==> src/rtl/fb_ifetch.sv <==
// rtl/fb_ifetch.sv - instruction-fetch stage: PC, imem req/ack fetch, IF/ID outputs
// Optional perf counters under FB_IFETCH_PERF_EN.
`ifndef FB_32BITS
`define FB_32BITS 32
`endif

module fb_ifetch #(
   parameter int             AW       = `FB_32BITS,
   parameter logic [AW-1:0]  RESET_PC = '0
) (
   input  logic          clk,
   input  logic          rst,
   input  logic          stall_i,
   input  logic          redirect_i,
   input  logic [AW-1:0] redirect_pc_i,
   output logic          imem_req_o,
   output logic [AW-1:0] imem_addr_o,
   input  logic          imem_ack_i,
   input  logic [31:0]   imem_rdata_i,
`ifdef FB_IFETCH_PERF_EN
   output logic [31:0]   perf_fetch_cnt_o,
   output logic [31:0]   perf_stall_cnt_o,
`endif
   output logic          if_we_o,
   output logic [AW-1:0] if_pc_o,
   output logic [AW-1:0] if_pc_add_1_o,
   output logic [31:0]   if_inst_o
);

   typedef enum logic [1:0] {
      S_FETCH = 2'd0,
      S_VALID = 2'd1,
      S_DRAIN = 2'd2
   } state_t;

   state_t        state_q, state_d;
   logic [AW-1:0] pc_q, pc_d;
   logic [AW-1:0] req_addr_q;
   logic [AW-1:0] if_pc_q, if_pc_add_1_q;
   logic [31:0]   if_inst_q;
   logic          capture;

   always_ff @(posedge clk) begin
      if (rst) begin
         state_q <= S_FETCH;
      end else begin
         state_q <= state_d;
      end
   end

   always_comb begin
      state_d = state_q;
      case (state_q)
         S_FETCH: begin
            if (redirect_i) begin
               state_d = imem_ack_i ? S_FETCH : S_DRAIN;
            end else if (imem_ack_i) begin
               state_d = S_VALID;
            end
         end
         S_VALID: begin
            if (redirect_i || !stall_i) begin
               state_d = S_FETCH;
            end
         end
         S_DRAIN: begin
            if (imem_ack_i) begin
               state_d = S_FETCH;
            end
         end
         default: state_d = S_FETCH;
      endcase
   end

   // In FETCH the address is the live pc; DRAIN keeps presenting the abandoned address.
   always_comb begin
      imem_req_o    = !rst && (state_q != S_VALID);
      imem_addr_o   = (state_q == S_FETCH) ? pc_q : req_addr_q;
      if_we_o       = (state_q == S_VALID);
      if_pc_o       = if_pc_q;
      if_pc_add_1_o = if_pc_add_1_q;
      if_inst_o     = if_inst_q;
   end

   always_comb begin
      pc_d = pc_q;
      if (redirect_i) begin
         pc_d = redirect_pc_i;
      end else if ((state_q == S_VALID) && !stall_i) begin
         pc_d = pc_q + AW'(1);
      end
   end

   assign capture = (state_q == S_FETCH) && imem_ack_i && !redirect_i;

   always_ff @(posedge clk) begin
      if (rst) begin
         pc_q          <= RESET_PC;
         req_addr_q    <= '0;
         if_pc_q       <= '0;
         if_pc_add_1_q <= '0;
         if_inst_q     <= '0;
      end else begin
         pc_q <= pc_d;
         if (state_q == S_FETCH) begin
            req_addr_q <= pc_q;
         end
         if (capture) begin
            if_pc_q       <= pc_q;
            if_pc_add_1_q <= pc_q + AW'(1);
            if_inst_q     <= imem_rdata_i;
         end
      end
   end

`ifdef FB_IFETCH_PERF_EN
   logic [31:0] perf_fetch_q, perf_stall_q;

   always_ff @(posedge clk) begin
      if (rst) begin
         perf_fetch_q <= '0;
         perf_stall_q <= '0;
      end else if ((state_q == S_VALID) && !redirect_i) begin
         if (stall_i) begin
            perf_stall_q <= perf_stall_q + 32'd1;
         end else begin
            perf_fetch_q <= perf_fetch_q + 32'd1;
         end
      end
   end

   assign perf_fetch_cnt_o = perf_fetch_q;
   assign perf_stall_cnt_o = perf_stall_q;
`endif

endmodule

==> config.mk <==
export PLATFORM = sky130hd
export DESIGN_NAME = fb_ifetch
export DESIGN_NICKNAME = d
export VERILOG_FILES = /design/src/rtl/fb_ifetch.sv
export SDC_FILE = /design/constraint.sdc
export NUM_CORES = 1
export LEC_CHECK = 0
export BUFFER_PORTS_ARGS = -buffer_cell sky130_fd_sc_hd__buf_2
export CAP_MARGIN = 20
export CELL_PAD_IN_SITES_DETAIL_PLACEMENT = 2
export CELL_PAD_IN_SITES_GLOBAL_PLACEMENT = 2
export CORE_MARGIN = 5
export CORE_UTILIZATION = 33
export CTS_BUF_LIST = sky130_fd_sc_hd__clkbuf_2 sky130_fd_sc_hd__clkbuf_4 sky130_fd_sc_hd__clkbuf_8
export CTS_CLUSTER_DIAMETER = 60
export DETAILED_ROUTE_END_ITERATION = 10
export PLACE_DENSITY_LB_ADDON = 0.1
export SLEW_MARGIN = 20
export SYNTH_ARGS = -nofsm -noshare
export SYNTH_HDL_FRONTEND = slang
export SYNTH_SLANG_ARGS = --single-unit
==> constraint.sdc <==
create_clock -name clk -period 4.2 [get_ports clk]
set_input_delay 0.84 -clock clk [delete_from_list [all_inputs] [get_ports clk]]
set_output_delay 0.84 -clock clk [all_outputs]
set_load 0.02 [all_outputs]
* After elaboration in Yosys (flattened, before gate mapping)
Index checks and enable logic that the tools add are counted.
** Word-level totals
- ROM bits :: 0
- Flip-flop bits (word level) :: 162
- Memories :: 0
- Logic and storage cells :: 33
- Input bits :: 69
- Output and inout port bits :: 130
- Latch bits :: 0
- Memory bits (writable) :: 0
** Operators by class
- Mux-type cells :: 9
- Reduce and logical (&&, ||, !) cells :: 11
- $lt $le $gt $ge :: 0
- Multiply operators :: 0
- Add/subtract/negate cells :: 1
- Shifts and indexed selects :: 0
- Bitwise logic cells :: 0
- Div/mod/pow operators :: 0
- Equality and inequality tests :: 6
** Operators with widths (count)
- 32-bit two-way mux :: 3
- 32-bit by 1-bit adder with 32-bit output (second input constant) :: 1
- 2-bit two-way mux :: 5
- 2-bit case mux with 3 select lines :: 1
- 1-bit logical AND :: 4
- 2-bit by 1-bit inequality test with 1-bit output (second input constant) :: 2
- 1-bit zero test :: 3
- 3-bit inequality test (second input constant) :: 1
- 3-bit AND reduction :: 1
- 2-bit by 1-bit == test with 1-bit output (second input constant) :: 1
- 2-bit == test (second input constant) :: 1
- 2-bit zero test :: 1
- 2-bit inequality test (second input constant) :: 1
- 2-bit nonzero test :: 1
- 1-bit logical OR :: 1

* Logic depth before layout (Yosys ltp)
- Word-level depth :: 4
- Gate-level depth with buffers :: 8
- Mapped depth without buffers :: 6

* Worst setup path after synthesis
Ideal clock, no wire load.
- Kind :: input to output
- Start :: in rst
- End :: out imem_req_o
- Stages on the path :: 4
- Path slack :: 1.545 ns
- Buffers on the path :: 3
- Required time :: 3.360 ns
- Arrival :: 1.815 ns
- Cells stage by stage :: clkbuf_1 > clkbuf_1 > clkbuf_1 > nor2_1
** On the way
- Word-level cells in the longest chain between the ends :: 2
** Ends and longest elaborated chain
- from (decl) :: RTL line 12 : input logic rst,
- 1-bit zero test :: RTL line 77 : imem_req_o = !rst && (state_q != S_VALID);
- 1-bit logical AND :: RTL line 77
- to (decl) :: RTL line 16 : output logic imem_req_o,
Every way passes these cells.

* Worst setup path after layout
- Start :: reg state_q[1]
- End :: out imem_addr_o[4]
** On the way
- Word-level cells in the longest chain between the ends :: 2
** Ends and longest elaborated chain
- from (decl) :: RTL line 36 : state_t state_q, state_d;
- from (signal assigned) :: RTL line 47 : state_q <= state_d;
- 2-bit zero test :: RTL line 78 : imem_addr_o = (state_q == S_FETCH) ? pc_q : req_addr_q;
- 32-bit two-way mux
- to (decl) :: RTL line 17 : output logic [AW-1:0] imem_addr_o,
Every way passes these cells.

==> flow_summary.ini <==
[logic_synthesis]
syn_nets = 883
synthCells = 813
synth-seq-cells = 162
yosys.area.top_type = dfxtp_1
synth_edf_count = 0
seq_area_frac_synth_pct = 46.7
synthesis.area_um2 = 6940
ys.flop_type = dfxtp_1
synth_area_leaders = dfxtp_1 (47%), nand2_1 (8.1%), mux2_2 (5.2%)
postSynthAreaPerCell_um2 = 8.54
yosys.cell_types.count = 40
netlist.area_leader.share_pct = 46.7
yosysWarnings = 0
synth-async-reset-ratio_pct = 0

[timing]
setup_violations = 0
fin_crit_sh_pct = 76.8
tightest_slew_ns = 1.03
maxSlewViolCount = 0
fmax_mhz = 310
setup_tns_ns = 0
min_period_ns = 3.23
relSlewSlack_pct = 30.6
holdWs_ns = 0.459
finalHoldViolCount = 0
finClkSkew_ns = 0.0148
rsz0062_at_grt = no

[worst_hold_path]
hp-class = reg -> reg
holdCritStartpoint = if_pc_o[6]

[cells_and_area]
layout-drive-gt1-share_pct = 29.5
area_growth_pct = 22.3
final_nets = 1030

[placed_design]
port-buffer-count = 198
hpwl_um = 17300
place_congestion = 0.793

[critical_path]
crit_path_end_kind = output port
cp_top_family = simple AND/OR/NAND/NOR gates
slowest_stage = nor2_4
path_cells = nor2_4 > buf_4 > mux2_2 > buf_2
critPathLaunch = state_q[1]
critPathMaxStageDelay_ns = 0.59
r2r-start = pc_q[0]
worstSetupStartpointType = flip-flop
critical_path.max_fanout = 19
arrival_ns = 2.39
worstPathRequired_ns = 3.36
path_buf_inv = 2
worst-setup-path-type = reg -> out

[grt]
grt_first_pass_wirelength_um = 38700
overflow = 0
met1_usage_pct = 24.6
antenna_found_initial = 1
grt_pass1_vias = 7063
track_usage_pct = 20.2
use_met2_pct = 35.6
globalRouteMet3Util_pct = 4.53
grt_busiest_layer = met2
grt_max_degree = 94

[detailed_routing]
routed_via_density = 5.05
drc_errors = 0
antenna_left = 0
via_count = 6311
drt_pass1_iterations = 4
wl_per_cell_um = 19.5
routed_wl_um = 24400
drt-initial-drc-count = 217

[pwr]
combPwrFrac_pct = 13.8
ir_worst_vdd_mv = 0.173
switching_share_pct = 30.2
power_leakage_nw = 3.50
p_int_w = 0.00240
power.switching_w = 0.00104
p_clk_share_pct = 36.8
pwr-share-seq_pct = 49.4
power.density_nw_per_um2 = 405

[clock_network]
clockBufferDepth = 2
clk_pin_slew_ns = 0.10
post_cts.repair.setup_buffers = 0
clkLatencyLatePin_ns = 0.47
cts_inserted_buffers = 17
holdBufCountCts = 0
htree_num_levels = 4
clock-root-buffer = clkbuf_8
cts_tree = built
cts_resized = 0
cts.sinks = 162

[floorplanning]
die_y_um = 155
num_rows = 53
dieArea_um2 = 24000
core_area_um2 = 20900
start_util_pct = 33.2
die_width_um = 155
io_pins = 199

[run]
drv_cap = 0

[outcome]
status = complete, no violations
[worst register-to-register path, cell delays in order, from the launching register on]
cell	delay, ns
dfxtp_1	0.47
ha_1	0.31
nand4_1	0.22
nor4_2	0.94
nand3_1	0.28
xor2_1	0.22
a211oi_1	0.23
[Yosys cell counts, types with 2 or more instances]
cell type / instances
nand2_1: 149
and4_1: 4
a21oi_1: 69
or3_1: 4
nor3_2: 2
nor4_1: 4
dfxtp_1: 162
inv_1: 3
nor4_2: 2
nand4_1: 17
o21ai_0: 4
mux2_2: 32
nor2b_1: 35
a211oi_1: 46
nor4_4: 3
nand2b_1: 2
nor2_1: 77
and3_1: 11
nor3_1: 8
mux2i_1: 7
clkbuf_1: 69
xnor2_1: 29
a311oi_1: 4
a211oi_2: 3
nand3_1: 22
xor2_1: 25
buf_2: 7
[cell families (layout without fill, tap and decap cells)]
logic type	after synthesis	count (layout)	synth area share, %
adders and majority gates	1	1	0.180
DFF	162	162	46.7
xor gates and xnor gates	54	54	6.81
muxes	39	39	6.20
buffers and inverters	82	242	4.67
and+or+nand+nor	347	347	23.9
AOI/OAI and AO/OA	128	128	11.5
other	0	1	0
[power groups by stage]
stage | combinational (W) | clock (W) | sequential [W]
floorplan | 0.000285 | 0 | 0.00174
global placement | 0.000462 | 0 | 0.00173
detailed placement | 0.000481 | 0 | 0.00174
CTS | 0.000485 | 0.00131 | 0.00170
global route | 0.000520 | 0.00136 | 0.00171
finish | 0.000473 | 0.00127 | 0.00170
[placed cells by master (no fill, tap or decap), types with 10 or more instances in the layout]
cell type / instances
buf_2: 197
dfxtp_1: 162
nand2_1: 149
nor2_1: 76
a21oi_1: 69
a211oi_1: 46
nor2b_1: 35
mux2_2: 32
xnor2_1: 29
xor2_1: 25
nand3_1: 21
nand4_1: 17
clkbuf_8: 17
and3_1: 10
[per-stage QoR]
| stage | area (µm²) | power (W) | worst slack (ns) | std cells | utilization, % |
|---|---|---|---|---|---|
| after global placement | 8060 | 0.00219 | 1.33 | 1216 | 38.6 |
| after CTS | 8490 | 0.00350 | 0.856 | 1248 | 40.6 |
| after detailed placement | 8060 | 0.00222 | 1.22 | 1216 | 38.6 |
| after floorplan | 6940 | 0.00202 | 1.55 | 813 | - |
| final | 8490 | 0.00344 | 0.973 | 1249 | 40.6 |
| after global routing | 8490 | 0.00359 | 0.807 | 1249 | 40.6 |
[routing by layer]
metal  up-vias  wire [µm]  part of all wire (%)
met5         -          0                     0
met4         0        448                   1.8
met3        27       1170                   4.8
met2       140      12200                    50
met1      3116      10500                    43
li1       3028          -                     -
[worst paths after layout]
| path | to | slack [ns] | cells after the start |
|---|---|---|---|
| worst max register to register | if_pc_add_1_o[26] | 1.46 | 6 |
| worst min register to register | if_pc_o[6] | 0.46 | 2 |
| worst max-delay path | imem_addr_o[4] | 0.97 | 4 |
| worst min-delay path | if_pc_o[6] | 0.46 | 2 |
[cell type report]
type,count,area [µm²]
diodes,1,2.50
clock buffers,17,234
clock inverters,15,194
fillers,2395,12400
inverters,4,15.0
multi-input cells,569,3400
flip-flops and latches,162,3240
well taps,275,344
repair buffers,206,1060
[registers in the layout, summed over array words and instances (netlist names)]
name           count
if_pc_add_1_o     32
if_inst_o         32
pc_q              32
if_pc_o           32
state_q            2
req_addr_q        32
No activity file was read; power rests on OpenSTA's default activity.
